**config.mk**
```make
export PLATFORM = sky130hd
export DESIGN_NAME = roll_display_ctrl
export DESIGN_NICKNAME = d
export VERILOG_FILES = /design/src/rtl/roll_display_ctrl.sv
export SDC_FILE = /design/constraint.sdc
export NUM_CORES = 1
export LEC_CHECK = 0
export ABC_CLOCK_PERIOD_IN_PS = 8680
export BUFFER_PORTS_ARGS = -buffer_cell sky130_fd_sc_hd__buf_2
export CORE_AREA = 2 2 89 91
export CTS_BUF_LIST = sky130_fd_sc_hd__clkbuf_8
export CTS_CLUSTER_DIAMETER = 120
export DETAILED_ROUTE_END_ITERATION = 16
export DIE_AREA = 0 0 91 93
export PLACE_DENSITY = 0.79
export SYNTH_ARGS = -nofsm -noshare
export SYNTH_HDL_FRONTEND = slang
export SYNTH_SLANG_ARGS = --single-unit
```
**constraint.sdc**
```tcl
create_clock -name clk -period 8.68 [get_ports clk]
set_input_delay 1.736 -clock clk [delete_from_list [all_inputs] [get_ports clk]]
set_output_delay 1.736 -clock clk [all_outputs]
set_load 0.005 [all_outputs]
```
**src/rtl/roll_display_ctrl.sv**
```systemverilog
// rtl/roll_display_ctrl.sv - dice-roll display controller: debounced button, spin/slow-down/hold sequencing, 7-segment decode
module roll_display_ctrl #(
  parameter int DEBOUNCE_CYCLES = 16,
  parameter int BASE_DELAY      = 4,
  parameter int SPIN_STEPS      = 8
) (
  input  logic       clk,
  input  logic       reset,
  input  logic [7:0] rnd_data,
  input  logic       rnd_valid,
  input  logic       roll_btn,
  output logic [6:0] seg_lo,
  output logic [6:0] seg_hi,
  output logic [7:0] result,
  output logic       result_valid,
  output logic       busy,
  output logic [1:0] state
);

  localparam logic [1:0] ST_IDLE = 2'd0;
  localparam logic [1:0] ST_SPIN = 2'd1;
  localparam logic [1:0] ST_SLOW = 2'd2;
  localparam logic [1:0] ST_HOLD = 2'd3;

  localparam int              DB_W       = $clog2(DEBOUNCE_CYCLES);
  localparam logic [DB_W-1:0] DB_LAST    = DB_W'(DEBOUNCE_CYCLES - 1);
  localparam logic [15:0]     BASE_VAL   = 16'(BASE_DELAY);
  localparam logic [7:0]      STEPS_VAL  = 8'(SPIN_STEPS);

  logic            btn_db;
  logic [DB_W-1:0] db_cnt;
  logic            db_flip;
  logic            press;
  logic            release_ev;

  logic [7:0]  disp_reg;
  logic [15:0] delay;
  logic [15:0] wait_cnt;
  logic [7:0]  step_cnt;

  logic [1:0]  state_next;
  logic        slow_update;
  logic        last_step;
  logic [7:0]  step_cnt_inc;
  logic [15:0] delay_dbl;
  logic [15:0] wait_inc;

  // The debounced level flips on the edge where the disagreeing streak reaches
  // its full length; press/release are taken from that same cycle so the FSM
  // moves on the very edge btn_db changes.
  assign db_flip    = (roll_btn != btn_db) && (db_cnt == DB_LAST);
  assign press      = db_flip && roll_btn;
  assign release_ev = db_flip && !roll_btn;

  // Debounce: count consecutive samples disagreeing with btn_db, restart on any agreeing sample.
  always_ff @(posedge clk) begin
    if (reset) begin
      btn_db <= 1'b0;
      db_cnt <= '0;
    end else if (roll_btn != btn_db) begin
      if (db_cnt == DB_LAST) begin
        btn_db <= roll_btn;
        db_cnt <= '0;
      end else begin
        db_cnt <= db_cnt + 1'b1;
      end
    end else begin
      db_cnt <= '0;
    end
  end

  // Slow-down arithmetic: saturating wait counter and doubling delay.
  always_comb begin
    step_cnt_inc = step_cnt + 8'd1;
    delay_dbl    = delay[15] ? 16'hFFFF : {delay[14:0], 1'b0};
    wait_inc     = (wait_cnt == 16'hFFFF) ? 16'hFFFF : wait_cnt + 16'd1;
    slow_update  = (state == ST_SLOW) && rnd_valid && (wait_cnt >= delay);
    last_step    = slow_update && (step_cnt_inc == STEPS_VAL);
  end

  // Next-state selection; press in SLOW and release outside SPIN fall through untouched.
  always_comb begin
    state_next = state;
    case (state)
      ST_IDLE: if (press)      state_next = ST_SPIN;
      ST_SPIN: if (release_ev) state_next = ST_SLOW;
      ST_SLOW: if (last_step)  state_next = ST_HOLD;
      ST_HOLD: if (press)      state_next = ST_SPIN;
      default:                 state_next = ST_IDLE;
    endcase
  end

  // Sequencer state, display register, slow-down counters and result capture.
  always_ff @(posedge clk) begin
    if (reset) begin
      state        <= ST_IDLE;
      busy         <= 1'b0;
      disp_reg     <= 8'h00;
      result       <= 8'h00;
      result_valid <= 1'b0;
      delay        <= 16'h0000;
      wait_cnt     <= 16'h0000;
      step_cnt     <= 8'h00;
    end else begin
      state        <= state_next;
      busy         <= (state_next == ST_SPIN) || (state_next == ST_SLOW);
      result_valid <= 1'b0;
      case (state)
        ST_SPIN: begin
          if (rnd_valid) begin
            disp_reg <= rnd_data;
          end
          if (release_ev) begin
            step_cnt <= 8'h00;
            delay    <= BASE_VAL;
            wait_cnt <= 16'h0000;
          end
        end
        ST_SLOW: begin
          if (slow_update) begin
            disp_reg <= rnd_data;
            wait_cnt <= 16'h0000;
            step_cnt <= step_cnt_inc;
            delay    <= delay_dbl;
            if (last_step) begin
              result       <= rnd_data;
              result_valid <= 1'b1;
            end
          end else begin
            wait_cnt <= wait_inc;
          end
        end
        default: begin
        end
      endcase
    end
  end

  // Hex to active-high {g,f,e,d,c,b,a} segment pattern.
  function automatic logic [6:0] hex_to_seg(input logic [3:0] nib);
    logic [6:0] s;
    case (nib)
      4'h0: s = 7'h3F;
      4'h1: s = 7'h06;
      4'h2: s = 7'h5B;
      4'h3: s = 7'h4F;
      4'h4: s = 7'h66;
      4'h5: s = 7'h6D;
      4'h6: s = 7'h7D;
      4'h7: s = 7'h07;
      4'h8: s = 7'h7F;
      4'h9: s = 7'h6F;
      4'hA: s = 7'h77;
      4'hB: s = 7'h7C;
      4'hC: s = 7'h39;
      4'hD: s = 7'h5E;
      4'hE: s = 7'h79;
      default: s = 7'h71;
    endcase
    return s;
  endfunction

  // Segment outputs follow disp_reg combinationally.
  always_comb begin
    seg_lo = hex_to_seg(disp_reg[3:0]);
    seg_hi = hex_to_seg(disp_reg[7:4]);
  end

endmodule

```
* Yosys cells after proc, flatten, opt, wreduce, memory -nomap -nowiden
Memory sizes are Yosys's and may differ from the RTL's. A register that Yosys moved wholly into a read port is not among the register bits.
Cells that the tools add are included.
** Storage, ports and cells
- Bits in registers :: 65
- Memory bits (read-only) :: 224
- Input port bits :: 12
- Output and inout port bits :: 26
- Logic and storage cells :: 72
- Memories kept :: 2
** Operators by class
- Add/subtract/negate cells :: 3
- Order comparisons :: 1
- Eq/ne operators :: 12
- Muxes and demuxes :: 23
- Bitwise gates (word level) :: 3
- Reductions and logical operators :: 18
** Memory list
- (name not given) :: words 16, width 7, read ports 1, clocked after memory_dff 1, wr ports 0, line 142 : case (nib)
- (name not given) :: words 16, width 7, read ports 1, clocked after memory_dff 1, wr ports 0, line 142
** Operators by type and width (number)
- 16-bit 2-to-1 mux :: 6
- 16-bit case mux with 2 select lines :: 2
- 8-bit 2-to-1 mux :: 4
- 8-bit case mux with 2 select lines :: 2
- 16-bit by 1-bit adder with 16-bit output (second input constant) :: 1
- 16-bit == test (second input constant) :: 1
- 16-bit >= comparator :: 1
- 4-bit 2-to-1 mux :: 4
- 3-bit AND reduction :: 3
- 8-bit by 1-bit adder with 8-bit output (second input constant) :: 1
- 8-bit by 4-bit == test with 1-bit output (second input constant) :: 1
- 2-bit == test (second input constant) :: 3
- 1-bit logical AND :: 6
- 2-bit 2-to-1 mux :: 3
- 2-bit != test (second input constant) :: 3
- 2-bit case mux with 3 select lines :: 1
- 3-bit OR reduction :: 2
- 4-bit by 1-bit adder with 4-bit output (second input constant) :: 1
- 2-bit by 1-bit == test with 1-bit output (second input constant) :: 2
- 4-bit == test (second input constant) :: 1
- 2-bit AND reduction :: 2
- 1-bit inverter :: 3
- 2-bit logical NOT :: 1
- 2-bit nonzero test :: 1
- other kinds (5) :: 5

* Depth between registers and ports, before layout
- Word-level depth :: 8
- Gate-level depth with buffers :: 16
- Gate-level depth less buffers :: 13

* Least setup slack after synthesis
Ideal clock, no wire load.
- Path type :: input-to-reg
- Start point :: input port reset
- End point :: register, netlist name seg_lo[6]
- Library setup time :: 0.072 ns
- Arrival time :: 3.493 ns
- Data required time :: 8.608 ns
- Path slack :: 5.115 ns
- Stages on the path :: 8
- Buffers on the path :: 4
- Path through :: clkbuf_1 clkbuf_1 clkbuf_1 clkbuf_1 nor2_1 ha_1 mux2_1 a2bb2oi_1
** Between the ends
- Longest elaborated chain between the ends :: 1
** Ends and longest elaborated chain
- start, declared :: line 8 : input logic reset,
- 4-bit 2-to-1 mux (no line)
No other way between the ends.
A chain may end at the register's enable or synchronous reset.

* Final worst setup path
- Start point :: register delay[15]
- End point :: register, netlist name seg_hi[3]
** Between the ends
- Longest elaborated chain between the ends :: 6
** Ends and longest elaborated chain
- start, declared :: line 37 : logic [15:0] delay;
- start signal, assigned :: line 124 : delay <= delay_dbl;
- 16-bit >= comparator :: line 77 : slow_update = (state == ST_SLOW) && rnd_valid && (wait_cnt >= delay);
- 1-bit logical AND :: line 77
- 2-bit != test (no line)
- 3-bit AND reduction (no line)
- 4-bit 2-to-1 mux (no line) (2 in series)
No other way between the ends.

==> impl_metrics.csv <==
group,metric,value,unit
power_and_ir_drop,swShare,22.3,%
layout,multi_input_area,0.00266,mm^2
timing,finalMaxSlewViolations,0,
die,dieArea,0.00846,mm^2
worst_setup_path,crit_type,"reg -> reg",
cts,clock_latency,350,ps
placed_design,post-place-ws,4470,ps
placed_design,post_dp_cell_area,0.00469,mm^2
die,fp.dieW,91,um
layout,area_delta_synth_final,8.46,%
power_and_ir_drop,comb_power_share,2.5,%
placed_design,gp_congestion,0.848,
placed_design,io_buffer_count,37,
drt,drt_iter0_drc,176,
synth,synth_edf_count,0,
worst_setup_path,path_max_fanout,21,
layout,reg.largest.list,"delay x16, wait_cnt x16",
worst_setup_path,start_kind,"flip-flop",
cts,cts_buffers,9,
power_and_ir_drop,clockPowerShare,41.6,%
synth,yosysTopAreaCellShare,35.2,%
job,cap_violations,0,
drt,avgRoutedWirePerCell,15.0,um
timing,layout_min_cycle_time,3920,ps
synth,synth_top_flop_cell,"dfxtp_1",
synth,synthArstFlopShare,0,%
layout,num-nets-final,606,
layout,num_antenna_cells,0,
placed_design,dp.cells,649,
cts,clockRootBuffer,"clkbuf_8",
cts,cts_max_path_buffers,2,
global_routing,grt_pass1_vias,3728,
drt,ant_nets,0,
timing,fmax,255,MHz
timing,fin_ws,4760,ps
worst_setup_path,cp.arrival,4160,ps
timing,period_share,45.1,%
global_routing,grt-ovfl-total,0,
worst_setup_path,required,8920,ps
layout,finalNonFillerCells,665,
timing,hold_violations,0,
synth,synth_top_area_cell,"dfxtp_1",
timing,skew,11.7,ps
timing,setup_viol,0,
drt,drc,0,
synth,netlist_instances,537,
cts,cts_tree,"built",
worst_setup_path,r2r_setup_slack,4760,ps
timing,tightestPinTransition,991,ps
layout,final_util,64.8,%
cts,clk_pin_slew,80,ps
timing,relSlewSlack,33.7,%
layout,drive_gt1_share,12.6,%
power_and_ir_drop,internal_power,504,uW
die,core-area,0.00753,mm^2
synth,ys_seq_area_share,35.2,%
global_routing,grt_usage,24.3,%
synth,syn-num-nets,585,
synth,ys_types,63,
drt,routed_via_density,5.91,
synth,yosys-top-cells-area,"dfxtp_1 (35%), ha_1 (10%), a21oi_1 (6.7%)",
synth,syn_area,0.00450,mm^2
synth,synth_most_common_cell,"dfxtp_1",
cts,cts_sinks,79,
timing,rsz0062_at_grt,"false",
power_and_ir_drop,pwr-share-seq,55.9,%
outcome,status,"finished, final reports clean",
min_path,worstHoldPathType,"reg -> reg",
power_and_ir_drop,power_density,133,mW/mm^2
layout,fillers,675,
layout,seq_area,0.00158,mm^2
timing,tns,0,ps
power_and_ir_drop,ir_drop,0.0836,mV
drt,wirelength,9960,um
cts,htree_levels,3,
synth,yosysWarnings,0,
cts,cts_resized,0,
cts,cts_setup_buffers,0,
die,die_y,93,um
global_routing,grt_start_max_net_pins,89,
power_and_ir_drop,p_sw,144,uW
die,io_pins,38,
synth,synth_common_cells,"dfxtp_1 (79), a21oi_1 (60), nor2_1 (60), nand2_1 (39), ha_1 (36)",
synth,ys_ff_latch,79,
global_routing,grt_pass1_wl,17000,um
layout,fin_area,0.00488,mm^2
power_and_ir_drop,p_leak,0.00190,uW
synth,avgSynthCellArea,8.38,um^2
drt,vias,3927,
cts,ctsHoldBuffers,0,
worst_setup_path,end_kind,"flip-flop",
placed_design,hpwl,6900,um
die,start_util,59.8,%
drt,first_pass_iters,4,
global_routing,antenna_found_initial,0,
die,rows,32,
[power by group through the flow]
stage	clock network [uW]	registers, uW	logic (uW)
2_1_floorplan	0	371	9.28
3_3_place_gp	0	371	15.0
3_5_place_dp	0	371	15.5
4_1_cts	274	363	15.6
5_1_grt	292	363	17.2
6_report	270	363	15.9
[metal layers]
| layer | GRT usage [%] | share of wire, % | vias to the layer above |
|---|---|---|---|
| met2 | 44.3 | 49 | 94 |
| met3 | 4.75 | 4.4 | 19 |
| li1 | - | - | 1966 |
| met4 | 8.08 | 1.8 | 0 |
| met1 | 28.7 | 44 | 1848 |
| met5 | 0 | 0 | - |
[placed cells by master, fill, tap and decap left out, types with 5 or more instances in the layout]
master     netlist  routed
ha_1            36      36
a2bb2oi_1        6       6
nand2b_1         5       5
inv_1           32      34
nor3_1          20      20
mux2i_1         22      22
o211ai_1        17      17
nor2_1          60      60
nand3_1         21      21
nor3b_1         10      10
clkbuf_8         0      10
nand4_1          5       5
a31oi_1          5       5
and3_1           8       8
dfxtp_1         79      79
a21oi_1         60      60
buf_2            2      37
nand2_1         39      39
o21ai_0         10      10
[worst max-delay path, stage by stage, from the launching register on]
cell and delay (ps):
dfxtp_1 660, inv_1 130, ha_1 340, nand4_2 170
nor3_1 240, o211ai_1 210, a31oi_4 690, mux2i_1 200
nor2_1 330, inv_1 170, ha_1 310, a21oi_1 130
o2bb2ai_1 130, mux2i_1 90
[worst paths after layout]
| path | start | end | depth (start not counted) |
|---|---|---|---|
| min reg2reg | db_cnt[0]$_SDFF_PP0_ | db_cnt[0]$_SDFF_PP0_ | 1 |
| min | db_cnt[0]$_SDFF_PP0_ | db_cnt[0]$_SDFF_PP0_ | 1 |
| max | delay[15]$_SDFFE_PP0P_ | seg_hi[3]$_DFF_P_ | 13 |
| max reg2reg | delay[15]$_SDFFE_PP0P_ | seg_hi[3]$_DFF_P_ | 13 |
[through the flow]
step                      hold WS (ps)  total power (uW)
after global routing               500               672
after floorplan                    417               381
after CTS                          449               652
after detailed placement           438               387
after global placement             432               386
final                              447               649
[kinds of logic (layout without fill, tap and decap cells)]
| kind of cell | Yosys count | after routing | share of synthesized area (%) |
|---|---|---|---|
| XOR/XNOR | 4 | 4 | 0.779 |
| multiplexers | 30 | 30 | 7.01 |
| AO/OA/AOI/OAI | 133 | 133 | 19.8 |
| flip-flops | 79 | 79 | 35.2 |
| adder cells (fa/ha/maj) | 36 | 36 | 10.0 |
| buffers and inverters | 61 | 87 | 5.73 |
| AND/OR/NAND/NOR | 194 | 194 | 21.5 |
[cell type report]
class                   instances  area share [%]
clock buffers                  10            2.82
flip-flops and latches         79            32.4
well taps                     102            2.62
inverters                      32            2.46
clock inverters                 6            1.08
repair buffers                 39            4.10
multi-input cells             397            54.5
Note: power is estimated with default switching activity, not from simulation.
